--- config.mk ---
export PLATFORM = sky130hd
export DESIGN_NAME = condicionador_botoes
export DESIGN_NICKNAME = d
export VERILOG_FILES = /design/src/rtl/condicionador_botoes.sv
export SDC_FILE = /design/constraint.sdc
export NUM_CORES = 1
export LEC_CHECK = 0
export BUFFER_PORTS_ARGS = -buffer_cell sky130_fd_sc_hd__buf_2
export CAP_MARGIN = 20
export CORE_MARGIN = 1.5
export CORE_UTILIZATION = 52
export DETAILED_ROUTE_END_ITERATION = 7
export PLACE_DENSITY_LB_ADDON = 0.15
export SLEW_MARGIN = 5
export SYNTH_ARGS = -nofsm -noshare
export SYNTH_HDL_FRONTEND = slang
export SYNTH_SLANG_ARGS = --single-unit
--- constraint.sdc ---
create_clock -name clock -period 1.99 [get_ports clock]
set_input_delay 0.199 -clock clock [delete_from_list [all_inputs] [get_ports clock]]
set_output_delay 0.199 -clock clock [all_outputs]
set_load 0.02 [all_outputs]
--- src/rtl/condicionador_botoes.sv ---
// Button conditioner: synchronizes four raw player buttons, debounces press and
// release, and reports one accepted one-hot play (or an invalid chord) per press.
module condicionador_botoes #(
    parameter int DEBOUNCE_CICLOS = 20
) (
    input  logic       clock,
    input  logic       reset,
    input  logic [3:0] botoes,
    input  logic       habilita,
    output logic [3:0] jogada,
    output logic       tem_jogada,
    output logic       invalida,
    output logic [1:0] db_estado
);

    localparam logic [1:0] OCIOSO       = 2'd0;
    localparam logic [1:0] FILTRA_PRESS = 2'd1;
    localparam logic [1:0] PRESSIONADO  = 2'd2;
    localparam logic [1:0] FILTRA_SOLTA = 2'd3;

    // Press is accepted on the edge that sees the count at N-1; release waits
    // for N further zero samples after the one that entered FILTRA_SOLTA.
    localparam logic [15:0] ALVO_PRESS = 16'(DEBOUNCE_CICLOS - 1);
    localparam logic [15:0] ALVO_SOLTA = 16'(DEBOUNCE_CICLOS);

    function automatic logic eh_one_hot(input logic [3:0] v);
        return (v != 4'b0000) && ((v & (v - 4'b0001)) == 4'b0000);
    endfunction

    function automatic logic [15:0] incrementa_sat(input logic [15:0] c);
        return (c == 16'hFFFF) ? c : c + 16'd1;
    endfunction

    logic [3:0]  sync1_r;
    logic [3:0]  sync2_r;
    logic [3:0]  botoes_s;
    logic [1:0]  estado_r;
    logic [15:0] contador_r;
    logic [3:0]  amostra_r;
    logic [3:0]  jogada_r;
    logic        tem_jogada_r;
    logic        invalida_r;

    logic [1:0]  prox_estado_s;
    logic [15:0] prox_contador_s;
    logic [3:0]  prox_amostra_s;
    logic [3:0]  prox_jogada_s;
    logic        prox_tem_jogada_s;
    logic        prox_invalida_s;

    assign botoes_s = sync2_r;

    // Two-flop synchronizer for the asynchronous button inputs
    always_ff @(posedge clock) begin
        if (reset) begin
            sync1_r <= 4'b0000;
            sync2_r <= 4'b0000;
        end else begin
            sync1_r <= botoes;
            sync2_r <= sync1_r;
        end
    end

    // Debounce FSM next-state, counter and output-pulse decode
    always_comb begin
        prox_estado_s     = estado_r;
        prox_contador_s   = contador_r;
        prox_amostra_s    = amostra_r;
        prox_jogada_s     = jogada_r;
        prox_tem_jogada_s = 1'b0;
        prox_invalida_s   = 1'b0;
        case (estado_r)
            OCIOSO: begin
                if (habilita && (botoes_s != 4'b0000)) begin
                    prox_estado_s   = FILTRA_PRESS;
                    prox_contador_s = 16'd0;
                    prox_amostra_s  = botoes_s;
                end else begin
                    prox_estado_s   = OCIOSO;
                end
            end
            FILTRA_PRESS: begin
                if ((botoes_s != amostra_r) || !habilita) begin
                    prox_estado_s   = OCIOSO;
                    prox_contador_s = 16'd0;
                end else if (contador_r == ALVO_PRESS) begin
                    prox_estado_s   = PRESSIONADO;
                    prox_contador_s = 16'd0;
                    if (eh_one_hot(amostra_r)) begin
                        prox_jogada_s     = amostra_r;
                        prox_tem_jogada_s = 1'b1;
                    end else begin
                        prox_invalida_s   = 1'b1;
                    end
                end else begin
                    prox_contador_s = incrementa_sat(contador_r);
                end
            end
            PRESSIONADO: begin
                if (botoes_s == 4'b0000) begin
                    prox_estado_s   = FILTRA_SOLTA;
                    prox_contador_s = 16'd0;
                end else begin
                    prox_estado_s   = PRESSIONADO;
                end
            end
            FILTRA_SOLTA: begin
                if (botoes_s != 4'b0000) begin
                    prox_estado_s   = PRESSIONADO;
                    prox_contador_s = 16'd0;
                end else if (contador_r == ALVO_SOLTA) begin
                    prox_estado_s   = OCIOSO;
                    prox_contador_s = 16'd0;
                end else begin
                    prox_contador_s = incrementa_sat(contador_r);
                end
            end
            default: begin
                prox_estado_s   = OCIOSO;
                prox_contador_s = 16'd0;
            end
        endcase
    end

    // State, counter and registered outputs
    always_ff @(posedge clock) begin
        if (reset) begin
            estado_r     <= OCIOSO;
            contador_r   <= 16'd0;
            amostra_r    <= 4'b0000;
            jogada_r     <= 4'b0000;
            tem_jogada_r <= 1'b0;
            invalida_r   <= 1'b0;
        end else begin
            estado_r     <= prox_estado_s;
            contador_r   <= prox_contador_s;
            amostra_r    <= prox_amostra_s;
            jogada_r     <= prox_jogada_s;
            tem_jogada_r <= prox_tem_jogada_s;
            invalida_r   <= prox_invalida_s;
        end
    end

    assign jogada     = jogada_r;
    assign tem_jogada = tem_jogada_r;
    assign invalida   = invalida_r;
    assign db_estado  = estado_r;

endmodule

; ---- Word level (Yosys, flattened, before mapping)
; Index checks and enable logic that the tools add are counted.
[word_totals]
regBits = 36
inputBits = 7
out_inout_bits = 8
wordCells = 56
[op_classes]
add_sub_neg = 2
n_eq_ne = 11
n_mux = 17
n_bitwise = 4
n_reduce_logical = 14
[ops]
columns = operator, count
row1 = two-way mux 16 bit, 7
row2 = one-hot mux 16 bit (4 select lines), 1
row3 = == test 16 x 5 -> 1 bit (second input constant), 2
row4 = adder 16 x 1 -> 16 bit (second input constant), 1
row5 = == test 16 bit (second input constant), 1
row6 = logical NOT 4 bit, 2
row7 = two-way mux 2 bit, 4
row8 = one-hot mux 2 bit (4 select lines), 1
row9 = nonzero test 4 bit, 2
row10 = != test 3 bit (second input constant), 2
row11 = AND reduction 2 bit, 3
row12 = AND 4 bit, 1
row13 = == test 2 bit (second input constant), 2
row14 = two-way mux 1 bit, 4
row15 = != test 2 bit (second input constant), 2
row16 = != test 4 bit, 1
row17 = AND reduction 4 bit, 1
row18 = OR reduction 4 bit, 1
row19 = subtractor 4 x 1 -> 4 bit (second input constant), 1
row20 = inverter 1 bit, 3
row21 = == test 2 x 1 -> 1 bit (second input constant), 1
row22 = logical AND 1 bit, 2
row23 = logical NOT 2 bit, 1
row24 = logical NOT 1 bit, 1
row25 = logical OR 1 bit, 1

; ---- Logic depth before layout (Yosys ltp)
[depth]
ltp_word = 5
depth_mapped = 7
depth_no_buf = 6

; ---- Worst setup path before layout
; OpenSTA, ideal clock, no wires.
[synth_timing]
kind = register to register
start = register sync2_r[2], in the netlist botoes_s[2]
end = register contador_r[9]
setup_ps = 70
t_arrival_ps = 1923
setup_slack_ps = -2
stages_incl_launch_ff = 7
n_path_buf = 1
synth_period_minus_slack_ps = 1992
cell_sequence = dfxtp_1 nor4_4 mux2_2 or2_2 a31o_2 buf_2 a21oi_1
[synth_via]
elab_chain_cells = 4
word_cells_on_any_way = 11
cone_classes = eq/ne (3) / mux (3) / reduce/logical (5)
[synth_lines]
columns = item, line_no
row1 = "start, declared", 35  ; logic [3:0] sync2_r;
row2 = "start signal, assigned", 60  ; sync2_r <= sync1_r;
row3 = != test 4 bit / nonzero test 4 bit (equally long branches), "83, 74, 108"
row4 = logical OR 1 bit / logical AND 1 bit (equally long branches), "83, 74"
row5 = two-way mux 16 bit / != test 2 bit (equally long branches), n/a
row6 = one-hot mux 16 bit (4 select lines) / AND reduction 2 bit (equally long branches), n/a
row7 = "end signal, assigned", 136  ; contador_r <= prox_contador_s;
row8 = "end, declared", 38  ; logic [15:0] contador_r;
; Parallel ways exist; a longest one is shown, timed or not.
; A chain may end at the register's enable or synchronous reset.

; ---- Worst setup path after layout
[layout_timing]
start = register amostra_r[2]
end = register jogada_r[3], in the netlist jogada[3]
[layout_via]
elab_chain_cells = 5
word_cells_on_any_way = 9
cone_classes = add/sub (1) / eq/ne (1) / bitwise (2) / reduce/logical (5)
[layout_lines]
columns = item, line_no
row1 = "start, declared", 39  ; logic [3:0] amostra_r;
row2 = "start signal, assigned", 137  ; amostra_r <= prox_amostra_s;
row3 = subtractor 4 x 1 -> 4 bit, 27  ; return (v != 4'b0000) && ((v & (v - 4'b0001)) == 4'b0000);
row4 = AND 4 bit, 27
row5 = logical NOT 4 bit, 27
row6 = logical AND 1 bit, 27
row7 = AND reduction 4 bit (no source line) *, n/a
row8 = "end signal, assigned", 138  ; jogada_r <= prox_jogada_s;
row9 = "end, declared", 40  ; logic [3:0] jogada_r;
; Mark *: on every way between the ends. The rest lies on a longest branch, timed or not.

==> qor.csv <==
metric;value;unit
max cap viols;0;
TritonCTS Buffers;5;
Synthesis Warnings;0;
Yosys top cell by area;dfxtp_1;
final core occ;69.0;%
Tcrit/Tclk final;96.0;%
max-slew violations;0;
hold path cells;2;
status;finished, final reports clean;
Clk Latency, worst-skew pair;0.35;ns
sequential share of power;51.7;%
Post-Syn Instances;183;
Post-Synthesis Cell Area;1690;um2
Ports;15;
setup TNS;0;ns
total global-route track usage;22.9;%
Die W;60.0;um
Starting Density;54.9;%
Commonest cells post-synth;dfxtp_1 (36), nor2_1 (21), mux2i_1 (11);
most area-consuming cells after synthesis;dfxtp_1 (43%), mux2i_1 (6.5%), nor2_1 (4.7%);
grt met1 use;31.5;%
Power Density;678;nW/um2
final setup margin;0.0794;ns
I/O Buffers;14;
WL per Instance;13.5;um
Top FF cell, synth;dfxtp_1;
H-tree lvl count;2;
Non-Filler Instances;268;
Final Cell Area;2120;um2
# setup viols final;0;
crit end category;flip-flop;
cell internal pwr;1.12;mW
GRT busiest layer;met2;
CTS Hold Buffers Added;0;
Max rail drop VDD;520;uV
RSZ-0062 raised after global routing;false;
Setup Crit Path Kind;reg -> reg;
gr ovfl total;0;
HP Class;in -> reg;
Max Buffers Root-to-Sink;2;
largest net degree at the start of global routing;21;
CTS tree;yes;
Worst-Margin Slew;0.396;ns
NumNets Final;232;
worst clock skew;0.0178;ns
Routed Antenna Nets;0;
diode count;0;
layout cell share with drive strength beyond 1;30.4;%
placed cell area;1950;um2
DRC violation total after the first TritonRoute iteration;71;
total number of vias;1503;
Reg-to-Reg Start;amostra_r[2];
leakage;0.841;nW
Cell Chain, Critical Path;inv_1, or4_4, a2111oi_4, buf_4, mux2i_1, nor2_1;
Max Clk Rate;523;MHz
initial antenna violation count;0;
core area;3080;um2
CTS Sinks;36;
Post-synth ARST share;0;%
row count;20;
vias in the first global route;1388;
Placed Cells;256;
critical path's largest stage delay;0.55;ns
combinational share of power;8.7;%
CP max FO;5;
delay-heaviest family, CP;simple AND/OR/NAND/NOR gates;
area grow syn2layout;25.7;%
Clock Root Buffer;clkbuf_4;
Slew HR;73.3;%
Crit path depth;6;
Worst setup startpoint;amostra_r[2];
Placement Setup Slack;-0.0277;ns
Cell variety after synth;42;
GR Layer Usage met3;5.84;%
via/cell ratio;5.61;
Switching Fraction;21.9;%
Placer Congestion;0.836;
drt first pass iters;4;
CP arrival;2.15;ns
Post-synth EDFFs;0;
first-pass GRT wire length;6180;um
GR Util met2;34.6;%
Buf/Inv on CP;2;
top-count cell post-synth;dfxtp_1;
hold wc startpoint;botoes[3];
critical path launch point type;flip-flop;
Worst-path clk slew;0.11;ns
min Tclk post-route;1.91;ns
syn nets;192;
Clk pwr share;39.6;%
Avg Inst Size Synth;9.23;um2
HPWL Detailed;2660;um
Synth top area share;42.7;%
Slowest cell on crit path;or4_4;
CP required;2.23;ns
reg2reg path depth;6;
final hold vios;0;
final WL;3630;um
FF+latch count, synth;36;
DR DRC count;0;
P_sw;315;uW
register area share after synthesis;42.7;%
die area;3600;um2
Die H;60.0;um
[placed cells by master (no fill, tap or decap), drive strengths merged, types with 2 or more instances in the layout]
master / instances
nand2: 4
nor2b: 9
ha: 2
nor2: 21
nor4: 4
nand4: 6
mux2i: 11
xnor2: 2
clkbuf: 7
inv: 6
buf: 40
o31ai: 3
dfxtp: 36
or3: 6
o211ai: 5
nor4b: 2
or4: 4
nand3: 8
xor2: 8
or2: 2
a21oi: 7
nor3: 6
o2111ai: 2
o21ai: 8
[power by group through the flow]
stage                     clock [mW]  sequential [mW]  combinational, mW
after floorplan                    0            0.762             0.0816
after global placement             0            0.759              0.109
after detailed placement           0            0.760              0.114
after CTS                      0.579            0.744              0.120
after global routing           0.611            0.746              0.138
final                          0.571            0.744              0.125
[flip-flops by register name (all words and copies together), names as in the netlist]
register / flops
amostra_r: 4
tem_jogada: 1
sync1_r: 4
contador_r: 16
invalida: 1
jogada: 4
botoes_s: 4
db_estado: 2
[what timing repair did]
action | 4_1_cts | 5_1_grt
endpoints found under the setup margin | 5 | 11
pin swaps | 2 | 4
setup buffers | 1 | 3
gates resized for setup | 3 | 6
cloned | 0 | 0
[area by class of cell]
type,instances,area [um2]
timing repair buffer,40,265
sequential,36,722
clock inverter,1,30.0
multi-input combinational,134,963
fill,253,955
tap,44,55.1
inverter,6,22.5
clock buffer,7,65.1
[cell families (layout without fill, tap and decap cells)]
logic type               Yosys count  after routing  share of synthesized area, %
AND/OR/NAND/NOR                   78             78                          26.4
flip-flops                        36             36                          42.7
AO/OA/AOI/OAI                     32             32                          13.9
buffers and inverters             13             54                          3.19
multiplexers                      12             12                          7.19
XOR/XNOR                          10             10                          5.19
adder cells (fa/ha/maj)            2              2                          1.48
[worst paths after layout]
| check | end | slack [ns] |
|---|---|---|
| max | jogada[3] | 0.08 |
| min | sync1_r[3] | 0.07 |
| max reg2reg | jogada[3] | 0.08 |
| min reg2reg | botoes_s[2] | 0.45 |
[metrics by stage]
step	hold WS (ns)	power, mW
final	0.0656	1.44
after global placement	0.412	0.868
after global routing	0.0726	1.49
after floorplan	0.327	0.843
after detailed placement	0.422	0.874
after CTS	0.0562	1.44
[per-layer routing]
metal  share of wire [%]  vias up
met4                 1.5        0
li1                    -      750
met2                  46       25
met5                   0        -
met3                 3.6        5
met1                  49      723
No activity file was read; power rests on OpenSTA's default activity.
